--- src/rtl/gauss_kernel_gen.sv ---
// Builds a normalised separable Gaussian kernel (1-D taps summing to 2^COEF_W and
// the rounded 2-D outer product) for a runtime-selected odd size and sigma.
module gauss_kernel_gen #(
    parameter int unsigned MAX_KERNEL = 7,
    parameter int unsigned COEF_W     = 8
) (
    input  logic                                              clk,
    input  logic                                              n_rst,
    input  logic                                              start,
    input  logic [2:0]                                        sigma,
    input  logic [$clog2(MAX_KERNEL+1)-1:0]                   kernel_size,
    output logic                                              busy,
    output logic                                              done,
    output logic                                              err,
    output logic [$clog2(MAX_KERNEL+1)-1:0]                   size_q,
    output logic [MAX_KERNEL-1:0][COEF_W-1:0]                 taps,
    output logic [MAX_KERNEL-1:0][MAX_KERNEL-1:0][COEF_W-1:0] kernel
);

    localparam int unsigned SW    = $clog2(MAX_KERNEL + 1);
    localparam int unsigned HM    = (MAX_KERNEL - 1) / 2;
    localparam int unsigned SUM_W = 8 + $clog2(MAX_KERNEL);
    localparam int unsigned BW    = (COEF_W > 1) ? $clog2(COEF_W) : 1;
    localparam int unsigned TS_W  = COEF_W + SW;
    localparam int unsigned PW    = 2 * COEF_W + 1;
    localparam int unsigned ROM_W = 8 * 8 * (HM + 1);
    localparam int unsigned RI_W  = $clog2(ROM_W);
    localparam logic [SW:0]   MAX_S = (SW+1)'(MAX_KERNEL);
    localparam logic [PW-1:0] RND   = PW'(1) << (COEF_W - 1);

    // exp(-1/(2s^2)) by series in Q30, raised to d^2 by repeated multiplication.
    function automatic logic [7:0] raw_weight(input int unsigned sig, input int unsigned d);
        longint base, term, val, den;
        if (sig == 0) return 8'd0;
        den  = longint'(2 * sig * sig);
        base = longint'(1) <<< 30;
        term = base;
        for (int unsigned k = 1; k < 24; k++) begin
            term = -term / (den * longint'(k));
            base = base + term;
        end
        val = longint'(1) <<< 30;
        for (int unsigned i = 0; i < d * d; i++) val = (val * base) >>> 30;
        val = (val * 64'sd255 + (longint'(1) <<< 29)) >>> 30;
        return val[7:0];
    endfunction

    function automatic logic [ROM_W-1:0] build_rom();
        logic [ROM_W-1:0] r;
        r = '0;
        for (int unsigned s = 1; s < 8; s++)
            for (int unsigned d = 0; d <= HM; d++)
                r[(s * (HM + 1) + d) * 8 +: 8] = raw_weight(s, d);
        return r;
    endfunction

    localparam logic [ROM_W-1:0] RAW_ROM = build_rom();

    typedef enum logic [2:0] {ST_IDLE, ST_LOAD, ST_DIV, ST_FIXUP, ST_OUTER, ST_DONE} state_t;

    state_t                                            state_q, state_d;
    logic [2:0]                                        sig_q, sig_d;
    logic [SW-1:0]                                     size_d, idx_q, idx_d, half;
    logic [BW-1:0]                                     bit_q, bit_d;
    logic [SUM_W-1:0]                                  sum_q, sum_d, rem_q, rem_d;
    logic [COEF_W-1:0]                                 quo_q, quo_d;
    logic [MAX_KERNEL-1:0][COEF_W-1:0]                 taps_q, taps_d;
    logic [MAX_KERNEL-1:0][MAX_KERNEL-1:0][COEF_W-1:0] kernel_q, kernel_d;
    logic                                              done_q, done_d, err_q, err_d;

    logic              cfg_ok, ge;
    logic [RI_W-1:0]   rom_idx;
    logic [7:0]        raw;
    logic [SUM_W-1:0]  div_base, rem_next;
    logic [SUM_W:0]    shifted;
    logic [COEF_W-1:0] quo_next;
    logic [TS_W-1:0]   tap_sum, fix;

    assign half   = (size_q - SW'(1)) >> 1;
    assign cfg_ok = (sigma != 3'd0) && kernel_size[0] && (kernel_size >= SW'(3)) &&
                    ({1'b0, kernel_size} <= MAX_S);

    // Restoring divider: raw < sum, so the remainder seeds with raw and each step yields one quotient bit.
    always_comb begin
        rom_idx  = RI_W'((32'(sig_q) * (HM + 1) + 32'(idx_q)) * 8);
        raw      = RAW_ROM[rom_idx +: 8];
        div_base = (bit_q == '0) ? SUM_W'(raw) : rem_q;
        shifted  = {div_base, 1'b0};
        ge       = shifted >= {1'b0, sum_q};
        rem_next = ge ? SUM_W'(shifted - {1'b0, sum_q}) : SUM_W'(shifted);
        quo_next = (quo_q << 1) | COEF_W'(ge);
        tap_sum  = '0;
        for (int unsigned i = 0; i < MAX_KERNEL; i++) tap_sum = tap_sum + TS_W'(taps_q[SW'(i)]);
        fix      = (TS_W'(1) << COEF_W) - tap_sum;
    end

    always_comb begin
        state_d  = state_q;
        sig_d    = sig_q;
        size_d   = size_q;
        idx_d    = idx_q;
        bit_d    = bit_q;
        sum_d    = sum_q;
        rem_d    = rem_q;
        quo_d    = quo_q;
        taps_d   = taps_q;
        kernel_d = kernel_q;
        done_d   = (state_q == ST_DONE);
        err_d    = 1'b0;
        case (state_q)
            ST_IDLE: begin
                if (start) begin
                    if (cfg_ok) begin
                        sig_d    = sigma;
                        size_d   = kernel_size;
                        taps_d   = '0;
                        kernel_d = '0;
                        sum_d    = '0;
                        idx_d    = '0;
                        state_d  = ST_LOAD;
                    end else begin
                        err_d = 1'b1;
                    end
                end
            end
            ST_LOAD: begin
                sum_d = sum_q + ((idx_q == '0) ? SUM_W'(raw) : (SUM_W'(raw) << 1));
                if (idx_q == half) begin
                    idx_d   = '0;
                    bit_d   = '0;
                    state_d = ST_DIV;
                end else begin
                    idx_d = idx_q + SW'(1);
                end
            end
            ST_DIV: begin
                rem_d = rem_next;
                quo_d = quo_next;
                if (bit_q == BW'(COEF_W - 1)) begin
                    taps_d[half - idx_q] = quo_next;
                    taps_d[half + idx_q] = quo_next;
                    bit_d = '0;
                    if (idx_q == half) state_d = ST_FIXUP;
                    else               idx_d   = idx_q + SW'(1);
                end else begin
                    bit_d = bit_q + BW'(1);
                end
            end
            ST_FIXUP: begin
                taps_d[half] = taps_q[half] + COEF_W'(fix);
                idx_d        = '0;
                state_d      = ST_OUTER;
            end
            ST_OUTER: begin
                for (int unsigned c = 0; c < MAX_KERNEL; c++)
                    kernel_d[idx_q][SW'(c)] =
                        COEF_W'((PW'(taps_q[idx_q]) * PW'(taps_q[SW'(c)]) + RND) >> COEF_W);
                if (idx_q == size_q - SW'(1)) state_d = ST_DONE;
                else                          idx_d   = idx_q + SW'(1);
            end
            ST_DONE: state_d = ST_IDLE;
            default: state_d = ST_IDLE;
        endcase
    end

    always_ff @(posedge clk or negedge n_rst) begin
        if (!n_rst) begin
            state_q  <= ST_IDLE;
            sig_q    <= '0;
            size_q   <= '0;
            idx_q    <= '0;
            bit_q    <= '0;
            sum_q    <= '0;
            rem_q    <= '0;
            quo_q    <= '0;
            taps_q   <= '0;
            kernel_q <= '0;
            done_q   <= 1'b0;
            err_q    <= 1'b0;
        end else begin
            state_q  <= state_d;
            sig_q    <= sig_d;
            size_q   <= size_d;
            idx_q    <= idx_d;
            bit_q    <= bit_d;
            sum_q    <= sum_d;
            rem_q    <= rem_d;
            quo_q    <= quo_d;
            taps_q   <= taps_d;
            kernel_q <= kernel_d;
            done_q   <= done_d;
            err_q    <= err_d;
        end
    end

    // done is registered off DONE, so busy is held through the done cycle.
    assign busy   = (state_q != ST_IDLE) || done_q;
    assign done   = done_q;
    assign err    = err_q;
    assign taps   = taps_q;
    assign kernel = kernel_q;

endmodule

--- config.mk ---
export PLATFORM = sky130hd
export DESIGN_NAME = gauss_kernel_gen
export DESIGN_NICKNAME = d
export VERILOG_FILES = /design/src/rtl/gauss_kernel_gen.sv
export SDC_FILE = /design/constraint.sdc
export NUM_CORES = 2
export LEC_CHECK = 0
export CAP_MARGIN = 30
export CORE_ASPECT_RATIO = 1.2
export CORE_MARGIN = 5
export CORE_UTILIZATION = 35
export DETAILED_ROUTE_END_ITERATION = 8
export DONT_BUFFER_PORTS = 1
export PLACE_DENSITY_LB_ADDON = 0.1
export SETUP_SLACK_MARGIN = 0.5
export SLEW_MARGIN = 20
export SYNTH_ARGS = -nofsm -noshare
export SYNTH_HDL_FRONTEND = slang
export SYNTH_SLANG_ARGS = --single-unit
--- constraint.sdc ---
create_clock -name clk -period 17.8 [get_ports clk]
set_clock_uncertainty 0.2 [all_clocks]
set_input_delay 3.56 -clock clk [delete_from_list [all_inputs] [get_ports clk]]
set_output_delay 3.56 -clock clk [all_outputs]
set_load 0.01 [all_outputs]
==> key figures <==
Run status
  • Status: completed

Synthesis
  • Post-Syn Area: 37000 um2
  • Synth Area per Inst: 10.1 um2
  • Post-synth top flop: dfrtp_1
  • Syn_nets: 4277
  • Flops & latches, synth: 494
  • Post-synth EDFFs: 0
  • Yosys Warn Count: 0
  • Register area share after synthesis: 33.4%
  • Synth unique cells: 71
  • Async set-or-reset flop fraction in the synthesized netlist: 100%
  • Syn Inst Count: 3677

STA
  • Max-Slew Margin vs Limit: 29.2%
  • Fin Hold WS: 0.270 ns
  • Setup TNS after final layout: 0 ns
  • Worst-Margin Slew: 1.06 ns
  • Final hold viol count: 0
  • RSZ-0062 raised after global routing: no
  • Final Max Slew Viols: 0
  • Post-layout min period: 8.18 ns
  • Setup violators final: 0
  • Achievable Freq: 122 MHz
  • Crit share post-route: 46.0%

Worst setup path
  • Most frequent CP cell: fa_1
  • CP Capture Type: flop
  • Worst Path Buf+Inv: 6
  • WP data required: 18.13 ns
  • Cell family with most CP delay: adder cells
  • CP Launch Type: flop
  • Worst reg2reg path endpoint: kernel[207]
  • Reg2reg start: idx_q[1]
  • CP Max Fanout: 46
  • CP max stage delay: 0.91 ns
  • Critical path type: reg2reg
  • Crit-path cells: buf_4, clkinv_1, nor3_1, a22oi_1, nand3_1, buf_4, nand2_1, fa_1, fa_1, inv_1, fa_1, inv_1, fa_1, inv_1, ha_1, o21a_1, a2111oi_1, nor3_1, nor4_1, o21ai_1, a32o_1
  • Reg2Reg Depth: 21
  • Reg-to-reg slack, setup: 9.62 ns
  • Slowest-stage cell, CP: a2111oi_1
  • Critical path arrival: 8.51 ns

Power
  • Sequential share of power: 27.7%
  • Cell Int Power: 0.00260 W
  • Static Leak: 20.7 nW
  • Final Total Pwr: 0.00467 W
  • Worst vdd ir: 0.119 mV
  • Sw Ratio: 44.3%
  • Comb pwr share: 46.2%
  • Pwr per Cell Area: 114 nW/um2
  • Clock power share: 26.0%
  • Psw: 0.00207 W

Clocking
  • CTS max path bufs: 3
  • Htree depth: 2
  • Resized cells post-CTS: 0
  • CTS clk-pin slew, worst paths: 0.06 ns
  • Worst-skew pair later-pin latency: 0.67 ns
  • CTS buffer count: 55
  • Post-CTS Setup Inserts: 0
  • Cts-stage hold buffer count: 0
  • Root Driver: clkbuf_16
  • CTS tree: yes
  • CTS Sinks: 494

Global routing
  • Vias in the first global route: 28500
  • Met2 Use GR: 38.1%
  • Global-route usage over all layers: 23.3%
  • Met1 Track Usage GR: 31.2%
  • First-pass GRT wire length: 200 mm
  • Largest net degree at the start of global routing: 495
  • GRT overflow: 0
  • GRT busiest layer: met2
  • Initial antenna violation count: 3
  • GR Util met3: 6.26%

Cells and area
  • Most frequent cells in the layout: 494 x dfrtp_1, 417 x inv_1, 389 x nand2_1
  • Area added between synthesis and finish: 10.5%
  • Final Non-Filler Cells: 5034
  • Share of layout cells above drive strength 1: 7.54%
  • Nets@finish: 4202
  • Commonest non-fill, non-tap cell in the layout: dfrtp_1

Routing
  • Antenna Nets Post-Route: 0
  • Via density per instance: 5.49
  • Final wirelength: 134 mm
  • Average wire per standard cell: 26.6 um
  • Initial drt markers: 1727
  • First-pass DRT Iterations: 6
  • Via Count: 27700
  • # DRC: 0

Floorplanning
  • Row count: 130
  • Core Area: 105000 um2
  • Die area: 112000 um2
  • Die Ht: 366 um
  • Initial Util: 35.3%
  • Die width: 307 um
  • Ports: 463

Hold path
  • Hold Crit Start: rem_q[0]
  • Class of the worst hold path: reg2reg
  • Hold Path Depth: 2
  • Hold Path End: rem_q[0]

Place
  • DP HPWL: 95.0 mm
  • GPL Wtd Cong: 0.891
  • Number of port buffers: 0
  • Inst Count DP: 4924

Job
  • Total of max-cap violations: 0
per-stage QoR:
step	area (um2)	util (%)	setup slack [ns]
after floorplan	37000	-	11.25
after global placement	38700	36.9	9.83
after detailed placement	38900	37.0	9.72
after CTS	40800	38.9	9.67
after global routing	40900	39.0	9.15
final	40900	39.0	9.62
kinds of logic (layout without fill, tap and decap cells):
group           count (synthesis)  in the layout  share of synthesized area [%]
compound gates                810            810                           16.4
fa+ha+maj                     591            591                           25.8
flops                         494            494                           33.4
other cells                     0              1                              0
buf+inv                       665            635                           6.76
simple gates                  930            930                           12.4
mux                           100            100                           3.15
xor+xnor                       87             87                           2.08
area by class of cell:
type	instances	area [um2]
fillers	10400	64000
inverters	421	1580
clock inverters	29	382
diodes	1	2.50
repair buffers	112	985
multi-input cells	2518	22300
clock buffers	73	1510
well taps	1386	1730
flip-flops and latches	494	12400
how the worst max path moves through the flow:
| stage | from | to | slack (ns) | cells past startpoint |
|---|---|---|---|---|
| floorplan | idx_q[1] | kernel[141] | 11.25 | 22 |
| global placement | idx_q[1] | kernel[349] | 9.83 | 21 |
| detailed placement | idx_q[1] | kernel[95] | 9.72 | 21 |
| CTS | idx_q[1] | kernel[207] | 9.67 | 21 |
| global route | idx_q[1] | kernel[319] | 9.15 | 21 |
| finish | idx_q[1] | kernel[207] | 9.62 | 21 |
synth_stat cells (all sizes together), types with 22 or more instances:
master,number,area share [%]
fa,289,16
nand2b,22,0.37
a32o,51,1.4
nor2b,32,0.54
mux2i,75,2.0
dfrtp,494,33
a22o,287,6.8
nor3,26,0.35
buf,34,0.36
and3,22,0.37
o21a,24,0.49
nor2,107,1.1
ha,302,10
o21ai,143,1.9
a21o,24,0.49
xor2,26,0.64
a21oi,110,1.5
xnor2,61,1.4
clkbuf,210,2.1
a211o,50,1.2
inv,419,4.3
and2,283,4.8
nand2,389,3.9
worst reg2reg max path, stage by stage (launching register included):
cell       delay, ns
dfrtp_1         0.32
buf_4           0.38
clkinv_1        0.48
nor3_1          0.59
a22oi_1         0.38
nand3_1         0.19
buf_4           0.48
nand2_1         0.18
fa_1            0.52
fa_1            0.55
inv_1           0.05
fa_1            0.47
inv_1           0.05
fa_1            0.47
inv_1           0.04
ha_1            0.26
o21a_1          0.12
a2111oi_1       0.91
nor3_1          0.25
nor4_1          0.46
o21ai_1         0.35
a32o_1          0.36
per-layer routing:
metal  vias up  wire length, um
met5         -                0
met4         0             2840
met3       154            11200
met2       974            62700
met1     14300            57000
li1      12300                -
power groups by stage:
stage | Combinational (W) | Sequential (W) | Clock, W
CTS | 0.00212 | 0.00129 | 0.00124
detailed placement | 0.00211 | 0.00131 | 0
finish | 0.00216 | 0.00129 | 0.00121
global route | 0.00235 | 0.00130 | 0.00129
global placement | 0.00211 | 0.00131 | 0
floorplan | 0.00143 | 0.00128 | 0
sequential cells by signal, summed over array words and instances, names as in the netlist, 7 cells and up:
name	cells
rem_q	11
taps	56
quo_q	7
sum_q	11
kernel	392
(Power assumes the default switching activity.)
